<file path="src/rtl/vga_pkg.sv">
// Shared definitions for the VGA framebuffer reader: timing defaults, RGB444
// field layout, framebuffer geometry helpers and the swap FSM state type.
package vga_pkg;

  localparam int DEF_H_RES   = 1280;
  localparam int DEF_V_RES   = 1024;
  localparam int H_FRONT     = 48;
  localparam int H_SYNC_LEN  = 112;
  localparam int H_BACK      = 248;
  localparam int H_TOTAL     = DEF_H_RES + H_FRONT + H_SYNC_LEN + H_BACK;
  localparam int V_FRONT     = 1;
  localparam int V_SYNC_LEN  = 3;
  localparam int V_BACK      = 38;
  localparam int V_TOTAL     = DEF_V_RES + V_FRONT + V_SYNC_LEN + V_BACK;

  localparam int RGB_R_LSB   = 8;
  localparam int RGB_G_LSB   = 4;
  localparam int RGB_B_LSB   = 0;

  typedef enum logic {
    SWAP_IDLE,
    SWAP_PENDING
  } swap_state_t;

  function automatic int fb_w(input int h_res, input int scale_shift);
    return h_res >> scale_shift;
  endfunction

  function automatic int fb_size(input int h_res, input int v_res, input int scale_shift);
    return fb_w(h_res, scale_shift) * (v_res >> scale_shift);
  endfunction

endpackage

</file>
<file path="src/rtl/vga_delay_line.sv">
// Fixed-depth shift register used to keep syncs and flags aligned with the
// RAM read pipeline.
module vga_delay_line #(
  parameter int WIDTH = 1,
  parameter int DEPTH = 1
) (
  input  logic             clk,
  input  logic             rst_n,
  input  logic [WIDTH-1:0] d,
  output logic [WIDTH-1:0] q
);

  logic [WIDTH-1:0] taps [DEPTH];

  always_ff @(posedge clk or negedge rst_n) begin
    if (!rst_n) begin
      for (int i = 0; i < DEPTH; i++) taps[i] <= '0;
    end else begin
      taps[0] <= d;
      for (int i = 1; i < DEPTH; i++) taps[i] <= taps[i-1];
    end
  end

  assign q = taps[DEPTH-1];

endmodule

</file>
<file path="src/rtl/vga_fb_reader.sv">
// Reads a down-scaled, double-buffered framebuffer in step with the VGA
// timing counters and drives pixel-aligned RGB444 plus delayed syncs.
module vga_fb_reader
  import vga_pkg::*;
#(
  parameter int H_RES       = DEF_H_RES,
  parameter int V_RES       = DEF_V_RES,
  parameter int SCALE_SHIFT = 2,
  parameter int RAM_LAT     = 1,
  parameter int ADDR_W      = 18,
  parameter int PIX_W       = 12
) (
  input  logic              clk_108Mhz,
  input  logic              rst_n,
  input  logic              h_sync_in,
  input  logic              v_sync_in,
  input  logic [10:0]       x_loc,
  input  logic [10:0]       y_loc,
  output logic [ADDR_W-1:0] ram_addr,
  output logic              ram_rd_en,
  input  logic [PIX_W-1:0]  ram_rdata,
  input  logic              swap_req,
  output logic              swap_ack,
  output logic              front_sel,
  output logic [3:0]        vga_r,
  output logic [3:0]        vga_g,
  output logic [3:0]        vga_b,
  output logic              h_sync,
  output logic              v_sync,
  output logic              frame_start
);

  localparam int FB_W    = fb_w(H_RES, SCALE_SHIFT);
  localparam int FB_SIZE = fb_size(H_RES, V_RES, SCALE_SHIFT);

  logic [10:0]       x_s0, y_s0;
  logic              act_s0, hs_s0, vs_s0, fs_s0;
  logic              act_in, at_commit;
  logic [ADDR_W-1:0] addr_next;
  logic              act_d, hs_d, vs_d, fs_d;
  swap_state_t       state, state_next;
  logic              commit;

  assign act_in    = (x_loc < 11'(H_RES)) && (y_loc < 11'(V_RES));
  assign at_commit = (x_loc == 11'd0) && (y_loc == 11'(V_RES));

  always_ff @(posedge clk_108Mhz or negedge rst_n) begin
    if (!rst_n) begin
      x_s0   <= '0;
      y_s0   <= '0;
      act_s0 <= 1'b0;
      hs_s0  <= 1'b0;
      vs_s0  <= 1'b0;
      fs_s0  <= 1'b0;
    end else begin
      x_s0   <= x_loc;
      y_s0   <= y_loc;
      act_s0 <= act_in;
      hs_s0  <= h_sync_in;
      vs_s0  <= v_sync_in;
      fs_s0  <= (x_loc == 11'd0) && (y_loc == 11'd0);
    end
  end

  // Buffer base comes from front_sel here only, so a commit in blanking can never split a frame.
  assign addr_next = (front_sel ? ADDR_W'(FB_SIZE) : '0)
                   + ADDR_W'(y_s0 >> SCALE_SHIFT) * ADDR_W'(FB_W)
                   + ADDR_W'(x_s0 >> SCALE_SHIFT);

  always_ff @(posedge clk_108Mhz or negedge rst_n) begin
    if (!rst_n) begin
      ram_addr  <= '0;
      ram_rd_en <= 1'b0;
    end else begin
      ram_rd_en <= act_s0;
      if (act_s0) ram_addr <= addr_next;
    end
  end

  vga_delay_line #(
    .WIDTH (4),
    .DEPTH (RAM_LAT + 1)
  ) u_align (
    .clk   (clk_108Mhz),
    .rst_n (rst_n),
    .d     ({hs_s0, vs_s0, act_s0, fs_s0}),
    .q     ({hs_d, vs_d, act_d, fs_d})
  );

  always_ff @(posedge clk_108Mhz or negedge rst_n) begin
    if (!rst_n) begin
      vga_r       <= '0;
      vga_g       <= '0;
      vga_b       <= '0;
      h_sync      <= 1'b0;
      v_sync      <= 1'b0;
      frame_start <= 1'b0;
    end else begin
      vga_r       <= act_d ? ram_rdata[RGB_R_LSB +: 4] : 4'd0;
      vga_g       <= act_d ? ram_rdata[RGB_G_LSB +: 4] : 4'd0;
      vga_b       <= act_d ? ram_rdata[RGB_B_LSB +: 4] : 4'd0;
      h_sync      <= hs_d;
      v_sync      <= vs_d;
      frame_start <= fs_d;
    end
  end

  // A request arriving on the commit cycle itself waits for the next frame.
  always_comb begin
    state_next = state;
    commit     = 1'b0;
    case (state)
      SWAP_IDLE:    if (swap_req) state_next = SWAP_PENDING;
      SWAP_PENDING: if (at_commit) begin
        commit     = 1'b1;
        state_next = SWAP_IDLE;
      end
      default:      state_next = SWAP_IDLE;
    endcase
  end

  always_ff @(posedge clk_108Mhz or negedge rst_n) begin
    if (!rst_n) begin
      state     <= SWAP_IDLE;
      swap_ack  <= 1'b0;
      front_sel <= 1'b0;
    end else begin
      state    <= state_next;
      swap_ack <= commit;
      if (commit) front_sel <= ~front_sel;
    end
  end

endmodule

</file>
<file path="config.mk">
export PLATFORM = sky130hd
export DESIGN_NAME = vga_fb_reader
export DESIGN_NICKNAME = d
export VERILOG_FILES = /design/src/rtl/vga_pkg.sv /design/src/rtl/vga_delay_line.sv /design/src/rtl/vga_fb_reader.sv
export SDC_FILE = /design/constraint.sdc
export NUM_CORES = 1
export LEC_CHECK = 0
export ABC_AREA = 1
export BUFFER_PORTS_ARGS = -buffer_cell sky130_fd_sc_hd__clkbuf_2
export CAP_MARGIN = 40
export CORE_MARGIN = 8
export CORE_UTILIZATION = 47
export CTS_CLUSTER_DIAMETER = 120
export DETAILED_ROUTE_END_ITERATION = 8
export PLACE_DENSITY = 0.75
export SLEW_MARGIN = 20
export SYNTH_ARGS = -nofsm -noshare
export SYNTH_HDL_FRONTEND = slang
export SYNTH_HIERARCHICAL = 1
export SYNTH_SLANG_ARGS = --single-unit
</file>
<file path="constraint.sdc">
create_clock -name clk_108Mhz -period 2.3 [get_ports clk_108Mhz]
set_input_delay 0 -clock clk_108Mhz [delete_from_list [all_inputs] [get_ports clk_108Mhz]]
set_output_delay 0 -clock clk_108Mhz [all_outputs]
set_load 0.005 [all_outputs]
</file>
==> key figures, run 1 <==
Yosys
  • Syn Area/Cell: 10.3 um2
  • Mapped Cells: 273
  • Seq cells post-synth: 67
  • Synth cell types: 27
  • Register area share after synthesis: 59.6%
  • Post-Syn Area: 2820 um2
  • Yosys warns: 6
  • Net Count, Synth: 333
  • Post-synth EDFFs: 0
  • Main synth FF type: dfrtp_1
  • Post-synth ARST share: 100%

Floorplanning
  • Initial Util: 48.1%
  • # rows: 28
  • Core footprint: 5850 um2
  • Die Wd: 93.4 um
  • IO Pins: 75
  • Die height: 93.4 um
  • Die ar.: 8720 um2

Power and ir drop
  • Clk network pwr share: 33.4%
  • LEAKAGE: 0.00219 uW
  • Comb pwr share: 21.2%
  • Pwr Density: 707 nW/um2
  • Max VDD drop: 571 uV
  • NetSw: 811 uW
  • Switch share: 27.7%
  • Reg power frac: 45.3%
  • Power Internal: 2110 uW

Worst hold path
  • Hold crit path type: primary input to flip-flop

Place
  • Dpl hpwl: 4560 um
  • Gpl congestion: 0.834
  • Placed cell count: 429
  • I/O Buffers: 74

Route
  • Total Wirelength: 7020 um
  • Post-DR wirelength/cell: 14.5 um
  • Vias post-DR: 2292
  • DRT iter0 DRCs: 83
  • DR pass1 iterations: 4
  • DRC errors left: 0
  • Antenna viol nets, final: 0
  • Vias per inst: 4.75

Global routing
  • Vias in the first global route: 2337
  • Global-route total usage across every layer: 16.1%
  • Largest net degree at the start of global routing: 26
  • First-pass GRT wire length: 10900 um
  • Total grt overflow: 0
  • Initial antenna violation count: 0

Status
  • Violated checks: setup timing
  • Status: complete, but fails checks

Timing
  • Worst slew pin tran: 0.597 ns
  • Max Slew Vio Count: 0
  • Max Fclk: 419 MHz
  • RSZ-0062 raised after global routing: yes
  • Slew headroom: 60.2%
  • Final WS setup: -0.0876 ns
  • Final setup fails: 5
  • Final hold violations: 0
  • Min cycle time layout: 2.39 ns
  • Worst hold slack: 0.0121 ns
  • Tcrit/Tclk final: 104%
  • Clock Skew: 0.0110 ns

Critical path
  • CP endpoint kind: flip-flop
  • CP startpoint: y_s0[4]$_DFF_PN0_
  • CP endpoint: ram_addr[17]$_DFFE_PN0P_
  • Critical R2R Capture: ram_addr[17]$_DFFE_PN0P_
  • Flop2flop setup slack: -0.09 ns
  • Worst Setup Path Type: flip-flop to flip-flop
  • CP required: 2.57 ns
  • R2r worst-path depth: 16
  • Setup crit start kind: flip-flop
  • Crit path max fanout: 3
  • Arr. time, crit path: 2.66 ns
  • FF-to-FF Start: y_s0[4]$_DFF_PN0_

Final layout
  • Fin nets: 463
  • Area grow syn2layout: 47.0%
  • Most frequent cells in the layout: clkbuf_2, nand2_1, dfrtp_1
  • # fillers: 408
  • Post-layout util: 70.7%
  • # diodes: 0
  • Layout cells sized above 1: 34.8%
  • Finished Layout Cells: 483
  • Most common cell after layout, fill and taps aside: clkbuf_2

Clock network
  • Clock-pin slew of the registers on the worst-case setup and hold paths: 0.08 ns
  • Inserted Clock Buffers: 9
  • Clock sinks: 67
  • H-Tree Depth: 3
  • Skew-Pair Late Insertion Delay: 0.34 ns
  • Root Buffer: clkbuf_8
  • Clock buffer depth: 2
  • CTS tree: done

Run
  • Max Cap Viol: 0
what timing repair did:
action / 4_1_cts / 5_1_grt
hold buffers: 36 / 0
pin swaps: 4 / 19
resized for setup: 11 / 18
setup buffers: 0 / 2
hold endpoints to repair: 54 / 0
endpoints found under the setup margin: 5 / 5
worst max-delay path: stages, from the launching register on:
cell and delay (ns):
dfrtp_1 0.45, ha_4 0.32, ha_4 0.20, nand3_4 0.08, nand3_4 0.07, nand2_2 0.07, nand2_2 0.05, a21oi_2 0.13
xor2_1 0.16, inv_1 0.09, ha_4 0.29, nand3_4 0.09, nand2_4 0.09, nand2_2 0.05, nand2_2 0.05, nand3_2 0.07
nand2_1 0.06
logic make-up (layout without fill, tap and decap cells):
logic type,Yosys count,count (layout),synth area share (%)
xor+xnor,8,8,2.49
buf+inv,41,176,6.36
flops,67,67,59.6
compound gates,16,16,2.93
simple gates,120,120,18.8
fa+ha+maj,21,21,9.87
how the worst min path moves through the flow:
stage | slack (ns) | cells after the start | startpoint | to
2_1_floorplan | -0.30 | 0 | rst_n | act_s0$_DFF_PN0_
3_3_place_gp | -0.05 | 1 | rst_n | h_sync$_DFF_PN0_
3_5_place_dp | -0.05 | 1 | rst_n | h_sync$_DFF_PN0_
4_1_cts | 0.02 | 4 | x_loc[1] | fs_s0$_DFF_PN0_
5_1_grt | 0.05 | 4 | x_loc[0] | fs_s0$_DFF_PN0_
6_report | 0.01 | 4 | x_loc[1] | fs_s0$_DFF_PN0_
registers in the layout, indices dropped and copies added, names as in the netlist, 4 cells and up:
register	cells
x_s0	9
u_align/q	4
ram_addr	18
vga_g	4
u_align/taps	4
y_s0	9
vga_b	4
vga_r	4
power groups by stage:
stage               clock (uW)  combinational, uW  sequential, uW
floorplan                    0                263            1350
global placement             0                477            1340
detailed placement           0                493            1350
CTS                        990                568            1320
global route              1060                696            1340
finish                     978                621            1330
stage by stage:
stage | instance area [um2] | setup TNS [ns] | total power (uW) | setup slack (ns)
after floorplan | 2870 | 0 | 1610 | 0.00172
after global placement | 3400 | -0.0741 | 1820 | -0.0428
after detailed placement | 3400 | -0.356 | 1840 | -0.127
after CTS | 4020 | -0.0813 | 2880 | -0.0322
after global routing | 4140 | -0.946 | 3090 | -0.219
final | 4140 | -0.283 | 2920 | -0.0876
per-layer routing:
| layer | share of wire, % | GRT usage [%] | wire (um) |
|---|---|---|---|
| met5 | 0 | 0 | 0 |
| met4 | 3.0 | 10.2 | 212 |
| met3 | 4.6 | 4.25 | 324 |
| met2 | 53 | 27.1 | 3740 |
| met1 | 39 | 17.7 | 2750 |
synthesized netlist by cell type, types with 3 or more instances:
master | number | area [um2]
o21ai_1 | 3 | 15.0
nand2_1 | 77 | 289
nor4_1 | 4 | 25.0
nand3_1 | 20 | 100
a21oi_1 | 7 | 35.0
inv_1 | 31 | 116
nand2_2 | 3 | 18.8
buf_4 | 4 | 30.0
xor2_1 | 5 | 43.8
ha_1 | 19 | 238
o21ai_0 | 5 | 25.0
nor2_1 | 6 | 22.5
clkbuf_1 | 3 | 11.3
dfrtp_1 | 67 | 1680
xnor2_1 | 3 | 26.3
final cells by class:
cell class / count / area [um2] / share of cell area [%]
Timing Repair Buffer: 127 / 858 / 20.7
Multi-Input combinational cell: 165 / 1180 / 28.6
Tap cell: 75 / 93.8 / 2.27
Clock inverter: 5 / 60.1 / 1.45
Inverter: 33 / 124 / 2.99
Sequential cell: 67 / 1680 / 40.5
Clock buffer: 11 / 141 / 3.42
No activity file was read; power rests on OpenSTA's default activity.
==> run 2: changes to the inputs <==
- CORE_UTILIZATION: 47 -> 49
- CTS_BUF_LIST: unset -> sky130_fd_sc_hd__clkbuf_4 sky130_fd_sc_hd__clkbuf_8
- PLACE_DENSITY: 0.75 -> 0.78
==> run 2 against run 1 <==
Against the previous run:
- the run still ends with setup timing left
- first-iteration DRC count fell by 12%
- register-to-register slack hardly changed
- via count up 0.26%
- non-clock buffer count up 3
- global-route usage up 1.3 points
- critical path depth decreased by 2
- die area shrank 3.4%
- highest routed layer unchanged
==> key figures, run 2 (synthesized netlist as in run 1, its figures left out) <==
Final layout
  • Regs by FF count: ram_addr x18, x_s0 x9, y_s0 x9
  • Design area: 4180 um2 (+0.97%)
  • Max reg flops: 18 (unchanged)
  • Largest Register: ram_addr
  • Most frequent cells in the layout: nand2_1, clkbuf_2, dfrtp_1
  • Area grow syn2layout: 48.4%
  • Layout cells sized above 1: 36.0% (+1.2 points)
  • # diodes: 0 (unchanged)
  • Fin nets: 466 (+0.65%)

Clock network
  • H-Tree Depth: 3 (unchanged)
  • Root Buffer: clkbuf_8
  • Inserted Clock Buffers: 9 (unchanged)
  • CTS tree: done
  • Skew-Pair Late Insertion Delay: 0.34 ns (about the same)
  • Clock sinks: 67 (unchanged)
  • Clock-pin slew of the registers on the worst-case setup and hold paths: 0.07 ns (about the same)
  • Clock buffer depth: 2 (unchanged)

Critical path
  • Critical path's top delay family: adder cells
  • Worst Setup Path Type: flip-flop to flip-flop
  • Arr. time, crit path: 2.62 ns (-0.04 ns)
  • Slowest cell on crit path: dfrtp_1
  • WP buf/inv: 3 (+2)
  • Crit path max fanout: 2 (-1)
  • Crit-path cells: ha_4 -> ha_4 -> nand3_4 -> nand3_2 -> buf_4 -> nand4_1 -> o211ai_1 -> xor2_1 -> ha_1 -> buf_4 -> inv_1 -> nand2_1 -> nand3_1 -> nand2_1
  • Worst stage delay on the critical path: 0.42 ns (-0.03 ns)
  • CP required: 2.53 ns (-0.04 ns)
  • CP endpoint kind: flip-flop
  • Setup crit start kind: flip-flop

Global routing
  • Largest net degree at the start of global routing: 27 (+3.8%)
  • Global-route total usage across every layer: 17.4% (+1.3 points)
  • Vias in the first global route: 2553 (+9.2%)
  • First-pass GRT wire length: 11600 um (+6.1%)
  • Total grt overflow: 0 (unchanged)
  • Initial antenna violation count: 0 (unchanged)

Timing
  • Final setup fails: 5 (unchanged)
  • Slew headroom: 61.7% (+1.5 points)
  • Setup TNS: -0.185 ns (+0.0986 ns)
  • Max Fclk: 418 MHz (-0.15%)
  • Clock Skew: 0.00931 ns (-0.00165 ns)
  • Final hold violations: 0 (unchanged)
  • Max Slew Vio Count: 0 (unchanged)
  • Worst slew pin tran: 0.575 ns (-0.0224 ns)
  • Tcrit/Tclk final: 104% (+0.15 points)
  • Min cycle time layout: 2.39 ns (+0.00353 ns)
  • Worst hold slack: 0.0370 ns (+0.0250 ns)
  • Final WS setup: -0.0912 ns (-0.00353 ns)
  • RSZ-0062 raised after global routing: yes

Worst hold path
  • Hold crit path type: primary input to flip-flop

Route
  • Total Wirelength: 7000 um (-0.27%)
  • DR pass1 iterations: 4 (unchanged)
  • Antenna viol nets, final: 0 (unchanged)
  • Vias per inst: 4.76 (+0.26%)
  • Vias post-DR: 2298 (+0.26%)
  • DRT iter0 DRCs: 73 (-12%)
  • DRC errors left: 0 (unchanged)
  • Post-DR wirelength/cell: 14.5 um (-0.27%)

Place
  • Gpl congestion: 0.790 (-5.2%)
  • Dpl hpwl: 4490 um (-1.4%)
  • Dpl cell area: 3390 um2 (-0.11%)
  • I/O Buffers: 74 (unchanged)

Run
  • Max Cap Viol: 0 (unchanged)

Status
  • Violated checks: setup timing
  • Status: complete, but fails checks

Floorplanning
  • Die Wd: 91.8 um (-1.7%)
  • # rows: 27 (-3.6%)
  • Die ar.: 8430 um2 (-3.4%)
  • Die height: 91.8 um (-1.7%)
  • Initial Util: 50.8% (+2.7 points)
  • Core footprint: 5540 um2 (-5.3%)
  • IO Pins: 75 (unchanged)

Power and ir drop
  • LEAKAGE: 0.00223 uW (+1.7%)
  • Max VDD drop: 497 uV (-13%)
  • Pwr Density: 725 nW/um2 (+2.6%)
## run 2: routing by layer
metal / global-route usage [%] / share of wire, % / vias to the layer above
met5: 0 / 0 / -
met4: 10.7 / 3.6 / 0
met3: 5.38 / 5.3 / 22
met2: 29.1 / 50 / 67
met1: 19.1 / 41 / 1077
li1: - / - / 1132
## run 2: tightest hold or removal path: cells and delay by family
family | cells | cell delay, ns
buf+inv | 1 | 0.08
simple gates | 3 | 0.26
## run 2: path summary, 6_finish.rpt
| path | start | to | slack (ns) | cells past startpoint |
|---|---|---|---|---|
| max in group asynchronous | rst_n | h_sync$_DFF_PN0_ | 1.42 | 3 |
| min | x_loc[0] | fs_s0$_DFF_PN0_ | 0.04 | 4 |
| min reg2reg | fs_s0$_DFF_PN0_ | u_align/taps[4]$_DFF_PN0_ | 0.35 | 0 |
| max | y_s0[6]$_DFF_PN0_ | ram_addr[16]$_DFFE_PN0P_ | -0.09 | 14 |
| min in group asynchronous | rst_n | frame_start$_DFF_PN0_ | 0.18 | 2 |
| max reg2reg | y_s0[6]$_DFF_PN0_ | ram_addr[16]$_DFFE_PN0P_ | -0.09 | 14 |
## run 2: layout make-up
cell class	instances	area, um2
clock buffer	10	131
clock inverter	6	90.1
multi-input combinational	165	1180
inverter	33	124
timing repair buffer	130	885
tap	72	90.1
sequential	67	1680
fill	368	1360
## run 2: where the power goes
part           switching (uW)  internal (uW)
combinational             321            316
sequential               55.4           1270
clock                     437            624
## run 2: what timing repair did
item,in CTS,in global routing
pin swaps,18,6
hold buffers,36,0
endpoints found under the setup margin,5,6
gates resized for setup,17,12
buffers inserted,5,0
endpoints found under the hold margin,60,0
## run 2: stage by stage
step / utilization, % / total power, uW / std cells / setup WS (ns)
final: 75.4 / 3030 / 483 / -0.0912
after floorplan: - / 1610 / 273 / 0.00172
after global routing: 75.4 / 3190 / 483 / -0.210
after global placement: 61.2 / 1820 / 426 / -0.0474
after detailed placement: 61.2 / 1840 / 426 / -0.121
after CTS: 73.9 / 3000 / 483 / -0.0471
==> run 3: changes to the inputs <==
- HOLD_SLACK_MARGIN: unset -> 0.03
- clock period: 2.3 -> 2.1 ns (I/O delays scaled with it)
==> run 3 against run 2 <==
Against the previous run:
- the run still ends with setup timing left
- critical path depth is 2 higher
- global-route usage is 1.7 points higher
- maximum frequency is 0.19% lower
- total power is 13% higher
- die area stayed put
- sequential share of layout area is 1.2 points lower
- critical path type unchanged
- clock power is 15% higher
- register-to-register slack worse by 0.20 ns
==> key figures, run 3 (synthesized netlist as in run 1, its figures left out) <==
Floorplanning
  • # rows: 27 (unchanged)
  • Die Wd: 91.8 um (unchanged)
  • Core footprint: 5540 um2 (unchanged)
  • Die height: 91.8 um (unchanged)
  • Initial Util: 50.8% (unchanged)
  • IO Pins: 75 (unchanged)
  • Die ar.: 8430 um2 (unchanged)

Power and ir drop
  • Switch share: 27.9% (+1.0 points)
  • Clk network pwr share: 35.4% (+0.4 points)
  • NetSw: 958 uW (+18%)
  • Reg power frac: 42.4% (-1.5 points)
  • Max VDD drop: 859 uV (+73%)
  • Design Power: 3430 uW (+13%)
  • Pwr Density: 797 nW/um2 (+9.9%)
  • Power Internal: 2470 uW (+12%)
  • Comb pwr share: 22.1% (+1.0 points)
  • LEAKAGE: 0.00228 uW (+2.2%)

Timing
  • Min cycle time layout: 2.40 ns (+0.00452 ns)
  • Slew headroom: 55.1% (-6.6 points)
  • RSZ-0062 raised after global routing: yes
  • Worst slew pin tran: 0.674 ns (+0.0990 ns)
  • Final WS setup: -0.296 ns (-0.205 ns)
  • Final setup fails: 6 (+1)
  • Final hold violations: 0 (unchanged)
  • Max Slew Vio Count: 0 (unchanged)
  • Setup TNS: -1.35 ns (-1.17 ns)
  • Max Fclk: 417 MHz (-0.19%)
  • Tcrit/Tclk final: 114% (+10 points)
  • Clock Skew: 0.00784 ns (-0.00147 ns)

Worst hold path
  • Hold crit path type: primary input to async pin

Place
  • I/O Buffers: 74 (unchanged)
  • Gpl congestion: 0.784 (-0.81%)
  • Dpl hpwl: 4400 um (-2.1%)
  • Dpl cell area: 3480 um2 (+2.7%)

Critical path
  • CP required: 2.40 ns (-0.13 ns)
  • CP endpoint kind: flip-flop
  • Crit path max fanout: 3 (+1)
  • Critical R2R Capture: ram_addr[16]$_DFFE_PN0P_
  • Flop2flop setup slack: -0.30 ns (-0.20 ns)
  • R2r worst-path depth: 16 (+2)
  • CP startpoint: y_s0[5]$_DFF_PN0_
  • Setup crit start kind: flip-flop
  • Arr. time, crit path: 2.69 ns (+0.07 ns)
  • FF-to-FF Start: y_s0[5]$_DFF_PN0_
  • Worst Setup Path Type: flip-flop to flip-flop
  • CP endpoint: ram_addr[16]$_DFFE_PN0P_

Final layout
  • Max reg flops: 18 (unchanged)
  • Largest Register: ram_addr
  • Most common cell after layout, fill and taps aside: clkbuf_2
  • Post-layout util: 77.8% (+2.3 points)
  • Area grow syn2layout: 53.0%
  • Most frequent cells in the layout: clkbuf_2, nand2_1, dfrtp_1
  • Regs by FF count: ram_addr x18, x_s0 x9, y_s0 x9
  • # diodes: 0 (unchanged)
  • Layout cells sized above 1: 36.9% (+0.90 points)
  • Design area: 4310 um2 (+3.1%)
  • Fin nets: 475 (+1.9%)

Status
  • Violated checks: setup timing
  • Status: complete, but fails checks

Clock network
  • Inserted Clock Buffers: 9 (unchanged)
  • Clock-pin slew of the registers on the worst-case setup and hold paths: 0.08 ns (about the same)
  • Clock buffer depth: 2 (unchanged)
  • Skew-Pair Late Insertion Delay: 0.35 ns (about the same)
  • Root Buffer: clkbuf_8
  • CTS tree: done
  • Clock sinks: 67 (unchanged)
  • H-Tree Depth: 3 (unchanged)

Route
  • Detail Route met2 WL: 4570 um (+31%)
  • DR pass1 iterations: 4 (unchanged)
  • DRC errors left: 0 (unchanged)
  • Total Wirelength: 8360 um (+19%)
  • Wl on met1: 3030 um (+5.0%)
  • Max Used Layer: met4
  • DRT iter0 DRCs: 139 (+90%)
  • WL met3: 542 um (+45%)
  • Vias per inst: 5.04 (+6.0%)
  • Post-DR wirelength/cell: 17.0 um (+17%)
  • Vias post-DR: 2481 (+8.0%)
  • Antenna viol nets, final: 0 (unchanged)

Global routing
  • Initial antenna violation count: 0 (unchanged)
  • Vias in the first global route: 2667 (+4.5%)
  • Total grt overflow: 0 (unchanged)
  • First-pass GRT wire length: 12600 um (+8.5%)
  • Largest net degree at the start of global routing: 42 (+56%)
  • Global-route total usage across every layer: 19.2% (+1.7 points)

Run
  • Max Cap Viol: 0 (unchanged)
-- run 3: cell types whose count changed in the layout (fill, tap and decap cells not counted), moves of 2 or more --
cell           previous run  this run
nand3_4                   2         5
nand2_2                   6         9
nand2_1                  73        71
nand3_2                   7         1
buf_4                    19        26
xor2_2                    2         0
nand3_1                  12        15
ha_4                      9        11
dlygate4sd3_1            36        38
-- run 3: what timing repair did --
action | CTS | global route
resized for setup | 13 | 19
pin swaps | 14 | 8
hold endpoints to repair | 62 | 0
endpoints found under the setup margin | 6 | 8
setup buffers | 2 | 3
hold buffers | 38 | 0
-- run 3: final cells by class --
type	count	area (um2)
inverter	33	126
multi-input combinational	165	1220
timing repair buffer	139	966
clock buffer	10	138
tap	72	90.1
clock inverter	6	87.6
sequential	67	1680
fill	333	1230
-- run 3: how the worst min path moves through the flow --
stage	start	endpoint	cells after the start
after floorplan	rst_n	act_s0$_DFF_PN0_	0
after global placement	rst_n	vga_r[1]$_DFF_PN0_	1
after detailed placement	rst_n	vga_g[1]$_DFF_PN0_	1
after CTS	rst_n	vga_g[1]$_DFF_PN0_	2
after global routing	rst_n	hs_s0$_DFF_PN0_	2
final	rst_n	vs_s0$_DFF_PN0_	2
-- run 3: critical path, stage by stage, from the launching register on --
cell	delay, ns
dfrtp_2	0.46
ha_4	0.29
ha_4	0.21
nand2_2	0.09
nand3_4	0.09
nand2_2	0.09
nand2_2	0.06
a21oi_2	0.12
xor2_1	0.14
inv_1	0.09
ha_4	0.30
nand3_2	0.08
nand2_2	0.07
nand2_1	0.05
nand2_1	0.05
nand3_1	0.07
nand2_1	0.07
-- run 3: per-layer routing --
| metal | global-route usage [%] | up-vias |
|---|---|---|
| li1 | - | 1149 |
| met1 | 18.7 | 1202 |
| met2 | 35.7 | 109 |
| met3 | 6.11 | 21 |
| met4 | 9.26 | 0 |
| met5 | 0 | - |
-- run 3: power by group through the flow --
stage	Sequential, uW	Combinational, uW	Clock (uW)
detailed placement	1470	564	0
finish	1460	759	1220
CTS	1450	660	1220
global route	1470	840	1280
global placement	1470	549	0
floorplan	1480	297	0
-- run 3: metrics by stage --
step	worst slack (ns)	std cells	hold slack (ns)
CTS	-0.207	489	0.204
finish	-0.296	492	0.235
detailed placement	-0.249	433	0.0462
global placement	-0.190	433	0.0388
floorplan	-0.132	273	-0.296
global route	-0.472	492	0.283
